### config.mk
export PLATFORM = sky130hd
export DESIGN_NAME = dmem_arb
export DESIGN_NICKNAME = d
export VERILOG_FILES = /design/src/rtl/dmem_pkg.sv /design/src/rtl/dmem_lane.sv /design/src/rtl/dmem_arb.sv
export SDC_FILE = /design/constraint.sdc
export NUM_CORES = 1
export LEC_CHECK = 0
export BUFFER_PORTS_ARGS = -buffer_cell sky130_fd_sc_hd__buf_4
export CORE_AREA = 2 2 133 135
export CTS_BUF_LIST = sky130_fd_sc_hd__clkbuf_4
export CTS_CLUSTER_DIAMETER = 30
export DETAILED_ROUTE_END_ITERATION = 12
export DIE_AREA = 0 0 135 137
export GPL_TIMING_DRIVEN = 0
export PLACE_DENSITY = 0.51
export SETUP_SLACK_MARGIN = 0.15
export SYNTH_ARGS = -nofsm -noshare
export SYNTH_HDL_FRONTEND = slang
export SYNTH_HIERARCHICAL = 1
export SYNTH_SLANG_ARGS = --single-unit
### constraint.sdc
create_clock -name clk -period 2.1 [get_ports clk]
set_input_delay 0.42 -clock clk [delete_from_list [all_inputs] [get_ports clk]]
set_output_delay 0.42 -clock clk [all_outputs]
set_load 0.005 [all_outputs]
### src/rtl/dmem_pkg.sv
// Shared op encodings, arbiter state and lane helpers for the data-memory arbiter.
// Pure declarations: no logic, no latency.
package dmem_pkg;

  typedef enum logic [2:0] {
    LD_B  = 3'd0,
    LD_H  = 3'd1,
    LD_W  = 3'd2,
    LD_BU = 3'd4,
    LD_HU = 3'd5
  } ld_op_e;

  typedef enum logic [2:0] {
    ST_B = 3'd0,
    ST_H = 3'd1,
    ST_W = 3'd2
  } st_op_e;

  typedef enum logic {
    IDLE = 1'b0,
    BUSY = 1'b1
  } state_e;

  localparam int CNT_W  = 8;
  localparam int WCNT_W = 4;

  function automatic logic [31:0] st_repl(input logic [2:0] op, input logic [31:0] d);
    case (op)
      ST_B:    st_repl = {4{d[7:0]}};
      ST_H:    st_repl = {2{d[15:0]}};
      default: st_repl = d;
    endcase
  endfunction

  // Unknown store ops fall back to a full-word mask so the result stays deterministic.
  function automatic logic [3:0] st_mask(input logic [2:0] op, input logic [1:0] lo);
    case (op)
      ST_B:    st_mask = 4'b0001 << lo;
      ST_H:    st_mask = lo[1] ? 4'b1100 : 4'b0011;
      default: st_mask = 4'b1111;
    endcase
  endfunction

  function automatic logic [31:0] ld_ext(input logic [2:0] op, input logic [1:0] lo,
                                         input logic [31:0] w);
    logic [7:0]  b;
    logic [15:0] h;
    b = w[{lo, 3'b000} +: 8];
    h = lo[1] ? w[31:16] : w[15:0];
    case (op)
      LD_B:    ld_ext = {{24{b[7]}}, b};
      LD_H:    ld_ext = {{16{h[15]}}, h};
      LD_BU:   ld_ext = {24'd0, b};
      LD_HU:   ld_ext = {16'd0, h};
      default: ld_ext = w;
    endcase
  endfunction

endpackage

### src/rtl/dmem_lane.sv
// Store byte-lane replication/enables and load lane select/extension.
// Purely combinational, zero latency, no flow control.
module dmem_lane
  import dmem_pkg::*;
(
  input  logic [2:0]  st_op,
  input  logic [1:0]  st_lo,
  input  logic [31:0] st_data,
  output logic [31:0] st_wdata,
  output logic [3:0]  st_be,
  input  logic [2:0]  ld_op,
  input  logic [1:0]  ld_lo,
  input  logic [31:0] ld_word,
  output logic [31:0] ld_data
);

  assign st_wdata = st_repl(st_op, st_data);
  assign st_be    = st_mask(st_op, st_lo);
  assign ld_data  = ld_ext(ld_op, ld_lo, ld_word);

endmodule

### src/rtl/dmem_arb.sv
// Single-port data SRAM arbiter: pipeline store > load > DMA, starved DMA forced first; read data one cycle after access.
// Losers are stalled combinationally; DMEM_ARB_WAIT_EN adds WAIT_CYC held wait cycles per access.
module dmem_arb
  import dmem_pkg::*;
#(
  parameter int STARVE_LIM = 8,
  parameter int WAIT_CYC   = 0
) (
  input  logic        clk,
  input  logic        cpurst_n,
  input  logic        p_rd_en,
  input  logic [31:0] p_rd_addr,
  input  logic [2:0]  p_rd_op,
  input  logic        p_wr_en,
  input  logic [31:0] p_wr_addr,
  input  logic [31:0] p_wr_data,
  input  logic [2:0]  p_wr_op,
  output logic        mem_stall,
  output logic        readram_stall,
  output logic [31:0] p_rdata,
  output logic        p_rvalid,
  input  logic        d_req,
  input  logic        d_we,
  input  logic [31:0] d_addr,
  input  logic [31:0] d_wdata,
  output logic        d_gnt,
  output logic        d_rvalid,
  output logic [31:0] d_rdata,
  output logic        ram_cs,
  output logic        ram_we,
  output logic [29:0] ram_addr,
  output logic [31:0] ram_wdata,
  output logic [3:0]  ram_be,
  input  logic [31:0] ram_rdata
);

  localparam logic [CNT_W-1:0] LIM = CNT_W'(STARVE_LIM);

  logic             free, starved, any, g_w, g_r, g_d;
  logic [CNT_W-1:0] starve_cnt;
  logic [2:0]       ld_op_q;
  logic [1:0]       ld_lo_q;
  logic [31:0]      st_wdata, ld_data;
  logic [3:0]       st_be;
  logic             acc_cs, acc_we, fin_p, fin_d;
  logic [29:0]      acc_addr;
  logic [31:0]      acc_wdata;
  logic [3:0]       acc_be;
  logic             unused_ok;

  // Outputs are gated by the reset input so they drop the moment reset asserts.
  assign starved = d_req && (starve_cnt == LIM);
  assign any     = cpurst_n && free;
  assign g_d     = any && d_req && (starved || (!p_wr_en && !p_rd_en));
  assign g_w     = any && p_wr_en && !starved;
  assign g_r     = any && p_rd_en && !p_wr_en && !starved;

  assign d_gnt         = g_d;
  assign mem_stall     = cpurst_n && p_wr_en && !g_w;
  assign readram_stall = cpurst_n && p_rd_en && !g_r;

  dmem_lane u_lane (
    .st_op   (p_wr_op),
    .st_lo   (p_wr_addr[1:0]),
    .st_data (p_wr_data),
    .st_wdata(st_wdata),
    .st_be   (st_be),
    .ld_op   (ld_op_q),
    .ld_lo   (ld_lo_q),
    .ld_word (ram_rdata),
    .ld_data (ld_data)
  );

  always_comb begin
    acc_cs    = 1'b0;
    acc_we    = 1'b0;
    acc_addr  = '0;
    acc_wdata = '0;
    acc_be    = '0;
    if (g_w) begin
      acc_cs    = 1'b1;
      acc_we    = 1'b1;
      acc_addr  = p_wr_addr[31:2];
      acc_wdata = st_wdata;
      acc_be    = st_be;
    end else if (g_r) begin
      acc_cs   = 1'b1;
      acc_addr = p_rd_addr[31:2];
      acc_be   = 4'b1111;
    end else if (g_d) begin
      acc_cs    = 1'b1;
      acc_we    = d_we;
      acc_addr  = d_addr[31:2];
      acc_wdata = d_wdata;
      acc_be    = 4'b1111;
    end
  end

`ifdef DMEM_ARB_WAIT_EN
  state_e            state, state_nxt;
  logic [WCNT_W-1:0] wcnt, wcnt_nxt;
  logic              hold_we, pend_p, pend_d;
  logic [29:0]       hold_addr;
  logic [31:0]       hold_wdata;
  logic [3:0]        hold_be;
  logic              in_busy;

  assign free    = (state == IDLE);
  assign in_busy = cpurst_n && (state == BUSY);

  always_comb begin
    state_nxt = state;
    wcnt_nxt  = wcnt;
    case (state)
      IDLE: if (acc_cs && WAIT_CYC != 0) begin
        state_nxt = BUSY;
        wcnt_nxt  = WCNT_W'(WAIT_CYC);
      end
      BUSY: begin
        wcnt_nxt = wcnt - 1'b1;
        if (wcnt == WCNT_W'(1)) state_nxt = IDLE;
      end
      default: state_nxt = IDLE;
    endcase
  end

  always_ff @(posedge clk or negedge cpurst_n) begin
    if (!cpurst_n) begin
      state      <= IDLE;
      wcnt       <= '0;
      hold_we    <= 1'b0;
      hold_addr  <= '0;
      hold_wdata <= '0;
      hold_be    <= '0;
      pend_p     <= 1'b0;
      pend_d     <= 1'b0;
    end else begin
      state <= state_nxt;
      wcnt  <= wcnt_nxt;
      if (acc_cs) begin
        hold_we    <= acc_we;
        hold_addr  <= acc_addr;
        hold_wdata <= acc_wdata;
        hold_be    <= acc_be;
        pend_p     <= g_r;
        pend_d     <= g_d && !d_we;
      end
    end
  end

  assign ram_cs    = in_busy ? 1'b1       : acc_cs;
  assign ram_we    = in_busy ? hold_we    : acc_we;
  assign ram_addr  = in_busy ? hold_addr  : acc_addr;
  assign ram_wdata = in_busy ? hold_wdata : acc_wdata;
  assign ram_be    = in_busy ? hold_be    : acc_be;

  assign fin_p = (WAIT_CYC == 0) ? g_r : (state == BUSY && wcnt == WCNT_W'(1) && pend_p);
  assign fin_d = (WAIT_CYC == 0) ? (g_d && !d_we) : (state == BUSY && wcnt == WCNT_W'(1) && pend_d);
  assign unused_ok = ^d_addr[1:0];
`else
  assign free      = 1'b1;
  assign ram_cs    = acc_cs;
  assign ram_we    = acc_we;
  assign ram_addr  = acc_addr;
  assign ram_wdata = acc_wdata;
  assign ram_be    = acc_be;
  assign fin_p     = g_r;
  assign fin_d     = g_d && !d_we;
  assign unused_ok = ^{d_addr[1:0], 4'(WAIT_CYC)};
`endif

  always_ff @(posedge clk or negedge cpurst_n) begin
    if (!cpurst_n) begin
      starve_cnt <= '0;
      ld_op_q    <= '0;
      ld_lo_q    <= '0;
      p_rvalid   <= 1'b0;
      d_rvalid   <= 1'b0;
    end else begin
      if (d_gnt) starve_cnt <= '0;
      else if (d_req && starve_cnt != LIM) starve_cnt <= starve_cnt + 1'b1;
      if (g_r) begin
        ld_op_q <= p_rd_op;
        ld_lo_q <= p_rd_addr[1:0];
      end
      p_rvalid <= fin_p;
      d_rvalid <= fin_d;
    end
  end

  // Read data is only presented while its valid pulse is high, so it reads 0 otherwise.
  assign p_rdata = p_rvalid ? ld_data : 32'd0;
  assign d_rdata = d_rvalid ? ram_rdata : 32'd0;

endmodule

==> results of run 1 <==
per-stage QoR:
stage	power, mW	std cells
floorplan	1.55	506
global placement	2.49	1069
detailed placement	2.49	1069
CTS	3.13	1103
global route	3.52	1110
finish	3.29	1111
registers in the layout, indices dropped and copies added (netlist names):
register    cells
d_rvalid        1
ld_lo_q         2
ld_op_q         3
p_rvalid        1
starve_cnt      8
Yosys cell counts (9+ instances only):
library cell               instances
sky130_fd_sc_hd__and3_1           30
sky130_fd_sc_hd__nand2_1          59
sky130_fd_sc_hd__buf_2            11
sky130_fd_sc_hd__mux2_2           21
sky130_fd_sc_hd__nor3_1            9
sky130_fd_sc_hd__clkbuf_1         24
sky130_fd_sc_hd__and2_1           66
sky130_fd_sc_hd__dfrtp_1          15
sky130_fd_sc_hd__mux2i_1          18
sky130_fd_sc_hd__a211oi_1         14
sky130_fd_sc_hd__a21oi_1          39
sky130_fd_sc_hd__o22a_1           30
sky130_fd_sc_hd__buf_4            17
sky130_fd_sc_hd__a22o_1           32
sky130_fd_sc_hd__nand3_1          10
sky130_fd_sc_hd__a22oi_1          16
sky130_fd_sc_hd__nor2_1           21
cell families after synthesis:
group,synth area share
muxes,0.124
adders and majority gates,0.00685
buffers and inverters,0.101
and+or+nand+nor,0.359
xor gates and xnor gates,0.0144
DFF,0.103
AOI/OAI and AO/OA,0.291
area by class of cell:
class                           count  area (sq um)  share of cell area
Multi-Input combinational cell    427          3210               0.430
Timing Repair Buffer              375          3060               0.410
Buffer                             59           487              0.0652
Sequential cell                    15           378              0.0506
Tap cell                          225           282              0.0377
Clock buffer                        4          30.0             0.00402
Inverter                            5          18.8             0.00251
Antenna cell                        1          2.50            0.000335
timing repair:
item | in CTS | in global routing
gates cloned | 3 | 1
setup endpoints to repair | 108 | 116
pin swaps | 13 | 11
setup buffers | 25 | 6
hold buffers | 2 | 0
resized for setup | 99 | 54
hold endpoints to repair | 6 | 0
layer usage:
layer	up-vias	wire length [um]	GRT usage	part of all wire
met1	2526	7850	0.240	0.37
li1	2610	-	-	-
met3	22	2190	0.0726	0.10
met2	269	11000	0.393	0.51
met5	-	0	0	0
met4	0	417	0.0532	0.019
power groups by stage:
stage               clock (mW)  combinational, mW  sequential (mW)
floorplan                    0               1.12            0.435
global placement             0               2.03            0.460
detailed placement           0               2.03            0.458
CTS                      0.187               2.50            0.449
global route             0.205               2.85            0.463
finish                   0.179               2.66            0.448
worst min path at each step:
stage / from / end / slack (ps) / cells past startpoint
3_3_place_gp: cpurst_n / starve_cnt[1] / 310 / 1
3_5_place_dp: cpurst_n / starve_cnt[1] / 320 / 1
5_1_grt: d_we / d_rvalid / 280 / 2
4_1_cts: d_we / d_rvalid / 280 / 2
6_report: d_we / d_rvalid / 290 / 2
2_1_floorplan: cpurst_n / d_rvalid / 120 / 0
worst max-delay path: stages (launching register included):
cell and delay (ps):
sky130_fd_sc_hd__dfrtp_1 440, sky130_fd_sc_hd__or3b_2 610, sky130_fd_sc_hd__nor3_4 250, sky130_fd_sc_hd__or2_1 140
sky130_fd_sc_hd__buf_6 130, sky130_fd_sc_hd__buf_12 120, sky130_fd_sc_hd__clkbuf_16 130, sky130_fd_sc_hd__o22a_1 120
sky130_fd_sc_hd__buf_4 100
cells in the final DEF (no fill, tap or decap), drive strengths merged, types with 4 or more instances in the layout:
cell / n
o21a: 4
a211oi: 14
mux2: 22
nand4: 9
nor2b: 4
mux2i: 18
nand2: 60
nand3: 10
nor2: 22
nand3b: 7
dfrtp: 15
a22oi: 16
a22o: 32
a21oi: 39
and2: 66
inv: 5
nor3: 12
o21ai: 7
clkbuf: 27
and3: 30
xnor2: 4
buf: 409
o22a: 30
==> summary.txt, run 1 <==
Placed wire-length estimate after detailed placement = 17.2 mm
Wire length per cell after detailed routing = 19.4 um
Largest net degree at the start of global routing = 11
Number of port buffers = 338
Vias in the first global route = 5280
TritonCTS clock tree = done
Ys flop type = sky130_fd_sc_hd__dfrtp_1
Final worst-path setup slack = -657 ps
Share of post-route cells with drive strength above 1 = 0.584
Rel. slew slack = 0.541
Layout overhead on the synthesized area = 104%
Lkg Pwr = 3.78 nW
Number of synthesized register bits = 15
Sequential fraction of the synthesis area = 0.103
DR iter-0 viols = 199
Number of distinct library cell variants in the gate-level netlist after synthesis = 48
Cell area after placement = 6520 sq um
Setup TNS Final = -49750 ps
Routability congestion estimate from global placement = 0.850
Worst R2R Setup Slack = -230 ps
Setup repair after global routing missed its margin = yes
CP startpoint kind = register
Path category of the worst min-delay check = in -> reg
Internal power = 1.91 mW
Status = finished, violations left
Top-area cell type share of the netlist area = 0.113
Setup-failing EPs final = 104
Number of antenna violations at the first check in global routing = 0
Critical path startpoint = starve_cnt[2]
Ratio of routed vias to standard cells = 4.88
Cell area after layout = 7460 sq um
Initial Util = 0.214
Highest clock frequency the design can meet = 0.363 GHz
Mean Syn Cell Area = 7.22 sq um
Post-Syn Nets = 712
Arrival time at the worst endpoint = 2340 ps
Post-DRT Antenna Nets = 0
Max-capacitance violation count = 0
Post-CTS clock slew at the launch and capture registers of the worst setup and hold paths = 90 ps
Switching Fraction = 0.418
Area leader, netlist = sky130_fd_sc_hd__and2_1
Max Buffers Root-to-Sink = 2
Launch point of the worst reg-to-reg path = starve_cnt[0]
Net Sw Power = 1.37 mW
Critical Path End Type = output port
Top-level I/O count = 341
Via Count = 5427
Pre-CTS setup slack = -498 ps
Filler cell count = 1814
Wire length of the first global-routing pass = 30.6 mm
Number of CTS-inserted buffers = 3
Die height = 137 um
Combined global-route utilization of all metal layers = 0.215
Violations in the final reports = negative setup slack
Cells taking the most area after synthesis = sky130_fd_sc_hd__and2_1 (11%), sky130_fd_sc_hd__dfrtp_1 (10%), sky130_fd_sc_hd__a22o_1 (7.7%)
Overflow left after global routing = 0
Clock Tree Root = sky130_fd_sc_hd__clkbuf_4
Count of synthesis-stage warnings from yosys = 6
Clk pwr share = 0.054
Floorplan die area = 18500 sq um
End point of the critical path = ram_addr[11]
TritonRoute pass-1 iters = 5
Max Transition Viols Final = 0
Data required time of the critical path = 1680 ps
Area of the core = 17100 sq um
H-tree depth = 1
Insertion delay of the later-clocked pin in the worst-skew pair = 280 ps
Endpoint of the worst register-to-register path = starve_cnt[1]
Pwr per Cell Area = 440 nW/um^2
Peak ir drop on the vdd network = 0.229 mV
Async SR Flop Fraction = 1.00
Number of sinks driven by the clock tree = 15
Drt total wl = 21.5 mm
CP max FO = 6
Final cell utilization of the core = 0.438
Crit Path Category = reg -> out
Final hold slack = 292 ps
Sequential share of power = 0.136
Minimum clock period after layout = 2760 ps
Share of power burned in combinational logic = 0.809
Final worst-path cycle share = 1.31
Cell area after synthesis = 3650 sq um
Least-Margin Pin Slew = 685 ps
Worst reg-to-reg path cell count = 10
EDFF count, synth = 0
Count of mapped cells out of synthesis = 506
Final-stage net count = 1092
Post-route DRC = 0
Worst clock skew = 3.55 ps
Hold Vio Cnt, Final = 0
Row count = 48
Chip Width = 135 um
No activity file was read; power rests on OpenSTA's default activity.
==> run 2: changes to the inputs <==
Settings changed: BUFFER_PORTS_ARGS -buffer_cell sky130_fd_sc_hd__buf_4 to default, CORE_AREA 2 2 133 135 to 2 2 131 133, DIE_AREA 0 0 135 137 to 0 0 133 135, DONT_BUFFER_PORTS from default to 1, PLACE_DENSITY 0.51 to 0.34.
==> summary.txt, run 2 (synthesized netlist as in run 1, its figures left out) <==
H-tree depth = 1 (unchanged)
Largest registers = starve_cnt x8, ld_op_q x3, ld_lo_q x2
Setup repair after global routing missed its margin = yes
Share of post-route cells with drive strength above 1 = 0.436 (-0.148)
Peak ir drop on the vdd network = 0.180 mV (-21%)
Final-stage net count = 773 (-29%)
Lkg Pwr = 2.31 nW (-39%)
Minimum clock period after layout = 2630 ps (-125 ps)
Commonest non-fill, non-tap cell in the layout = sky130_fd_sc_hd__nand2_1
TritonRoute pass-1 iters = 4 (-1)
Die height = 135 um (-1.5%)
Wire length of the first global-routing pass = 26.0 mm (-15%)
DR iter-0 viols = 137 (-31%)
Post-DRT Antenna Nets = 0 (unchanged)
Vias in the first global route = 4526 (-14%)
Max-capacitance violation count = 0 (unchanged)
Status = finished, violations left
Violations in the final reports = negative setup slack
Via Count = 4316 (-20%)
Pwr per Cell Area = 541 nW/um^2 (+23%)
Arrival time at the worst endpoint = 2210 ps (-130 ps)
Insertion delay of the later-clocked pin in the worst-skew pair = 290 ps (about the same)
Row count = 47 (-2.1%)
CP max FO = 9 (+3)
Number of sinks driven by the clock tree = 15 (unchanged)
Cell area after layout = 5400 sq um (-28%)
Number of antenna violations at the first check in global routing = 1 (+1)
Post-route DRC = 0 (unchanged)
Largest net degree at the start of global routing = 16 (+5)
Path category of the worst min-delay check = in -> reg
Max FFs per register = 8 (unchanged)
Worst clock skew = 18.5 ps (+15.0 ps)
Final worst-path cycle share = 1.25 (-0.0596)
Post-CTS clock slew at the launch and capture registers of the worst setup and hold paths = 110 ps (+20 ps)
Commonest non-fill, non-tap cells in the layout = sky130_fd_sc_hd__nand2_1 (51), sky130_fd_sc_hd__a21oi_1 (37), sky130_fd_sc_hd__and2_1 (36), sky130_fd_sc_hd__buf_6 (35), sky130_fd_sc_hd__buf_4 (35)
Max Transition Viols Final = 0 (unchanged)
Clock Tree Root = sky130_fd_sc_hd__clkbuf_4
Area of the core = 16400 sq um (-3.8%)
Final cell utilization of the core = 0.329 (-0.109)
Chip Width = 133 um (-1.5%)
CP startpoint kind = register
Placed wire-length estimate after detailed placement = 13.8 mm (-20%)
Overflow left after global routing = 0 (unchanged)
Max Buffers Root-to-Sink = 2 (unchanged)
Ratio of routed vias to standard cells = 5.48 (+12%)
Pre-CTS setup slack = -417 ps (+81.4 ps)
Hold Vio Cnt, Final = 0 (unchanged)
Routability congestion estimate from global placement = 0.819 (-3.7%)
Combined global-route utilization of all metal layers = 0.182 (-0.0335)
Cell area after placement = 3980 sq um (-39%)
Crit Path Category = reg -> out
Cell count after placement = 726 (-32%)
TritonCTS clock tree = done
Initial Util = 0.223 (+0.00848)
Number of port buffers = 0 (-100%)
Register with the most flip-flops = starve_cnt
Floorplan die area = 18000 sq um (-2.9%)
Drt total wl = 17.7 mm (-18%)
Data required time of the critical path = 1680 ps (about the same)
Layout overhead on the synthesized area = 47.7%
Count of placed standard cells in the final layout, fillers left out = 787 (-29%)
Setup-failing EPs final = 105 (+0.96%)
Final worst-path setup slack = -532 ps (+125 ps)
Number of CTS-inserted buffers = 3 (unchanged)
Rel. slew slack = 0.515 (-0.0262)
Critical Path End Type = output port
Least-Margin Pin Slew = 725 ps (+40.7 ps)
Top-level I/O count = 341 (unchanged)
Highest clock frequency the design can meet = 0.380 GHz (+4.8%)
Wire length per cell after detailed routing = 22.5 um (+16%)
## run 2: worst max-delay path, cell delays in order, from the launching register on
cell and delay [ps]:
sky130_fd_sc_hd__dfrtp_1 410, sky130_fd_sc_hd__inv_2 70, sky130_fd_sc_hd__ha_2 150, sky130_fd_sc_hd__or4b_4 500, sky130_fd_sc_hd__nor3_4 170, sky130_fd_sc_hd__buf_6 140
sky130_fd_sc_hd__nor2_4 80, sky130_fd_sc_hd__buf_8 160, sky130_fd_sc_hd__a22o_4 230
## run 2: per-layer routing
layer | vias to the layer above | global-route usage | part of all wire
met5 | - | 0 | 0
met4 | 0 | 0.0520 | 0.020
met3 | 22 | 0.0484 | 0.084
met2 | 238 | 0.361 | 0.55
met1 | 2093 | 0.185 | 0.35
li1 | 1963 | - | -
## run 2: cell type report
cell class | count | area [sq um]
Fill cell | 1735 | 11000
Multi-Input combinational cell | 427 | 3490
Timing Repair Buffer | 57 | 672
Buffer | 58 | 532
Sequential cell | 15 | 378
Tap cell | 220 | 275
Clock buffer | 3 | 22.5
Inverter | 5 | 18.8
Clock inverter | 1 | 5.00
Antenna cell | 1 | 2.50
## run 2: power breakdown
group          total, mW  internal (mW)  switching [mW]
clock              0.172         0.0706           0.101
sequential         0.448          0.360          0.0879
combinational       2.30           1.20            1.10
## run 2: what timing repair did
action | 4_1_cts | 5_1_grt
setup endpoints to repair | 116 | 116
gates cloned | 12 | 2
gates resized for setup | 153 | 59
pin swaps | 55 | 27
buffers inserted | 34 | 8
hold endpoints to repair | 15 | 0
hold buffers | 1 | 0
## run 2: final timing paths
path / startpoint / endpoint / slack, ps / depth (start not counted)
max in group asynchronous: cpurst_n / ld_op_q[1] / 960 / 1
min in group asynchronous: cpurst_n / d_rvalid / 620 / 1
max: starve_cnt[0] / ram_wdata[24] / -530 / 8
min reg2reg: starve_cnt[5] / starve_cnt[5] / 580 / 2
min: d_we / d_rvalid / 180 / 1
max reg2reg: starve_cnt[0] / starve_cnt[0] / -40 / 11
## run 2: per-stage QoR
step	hold slack, ps	setup TNS [ps]	power, mW
2_1_floorplan	124	-5950	1.55
3_3_place_gp	125	-22750	1.87
3_5_place_dp	125	-22860	1.87
4_1_cts	155	-42750	2.71
5_1_grt	151	-48910	3.13
6_report	177	-37880	2.92
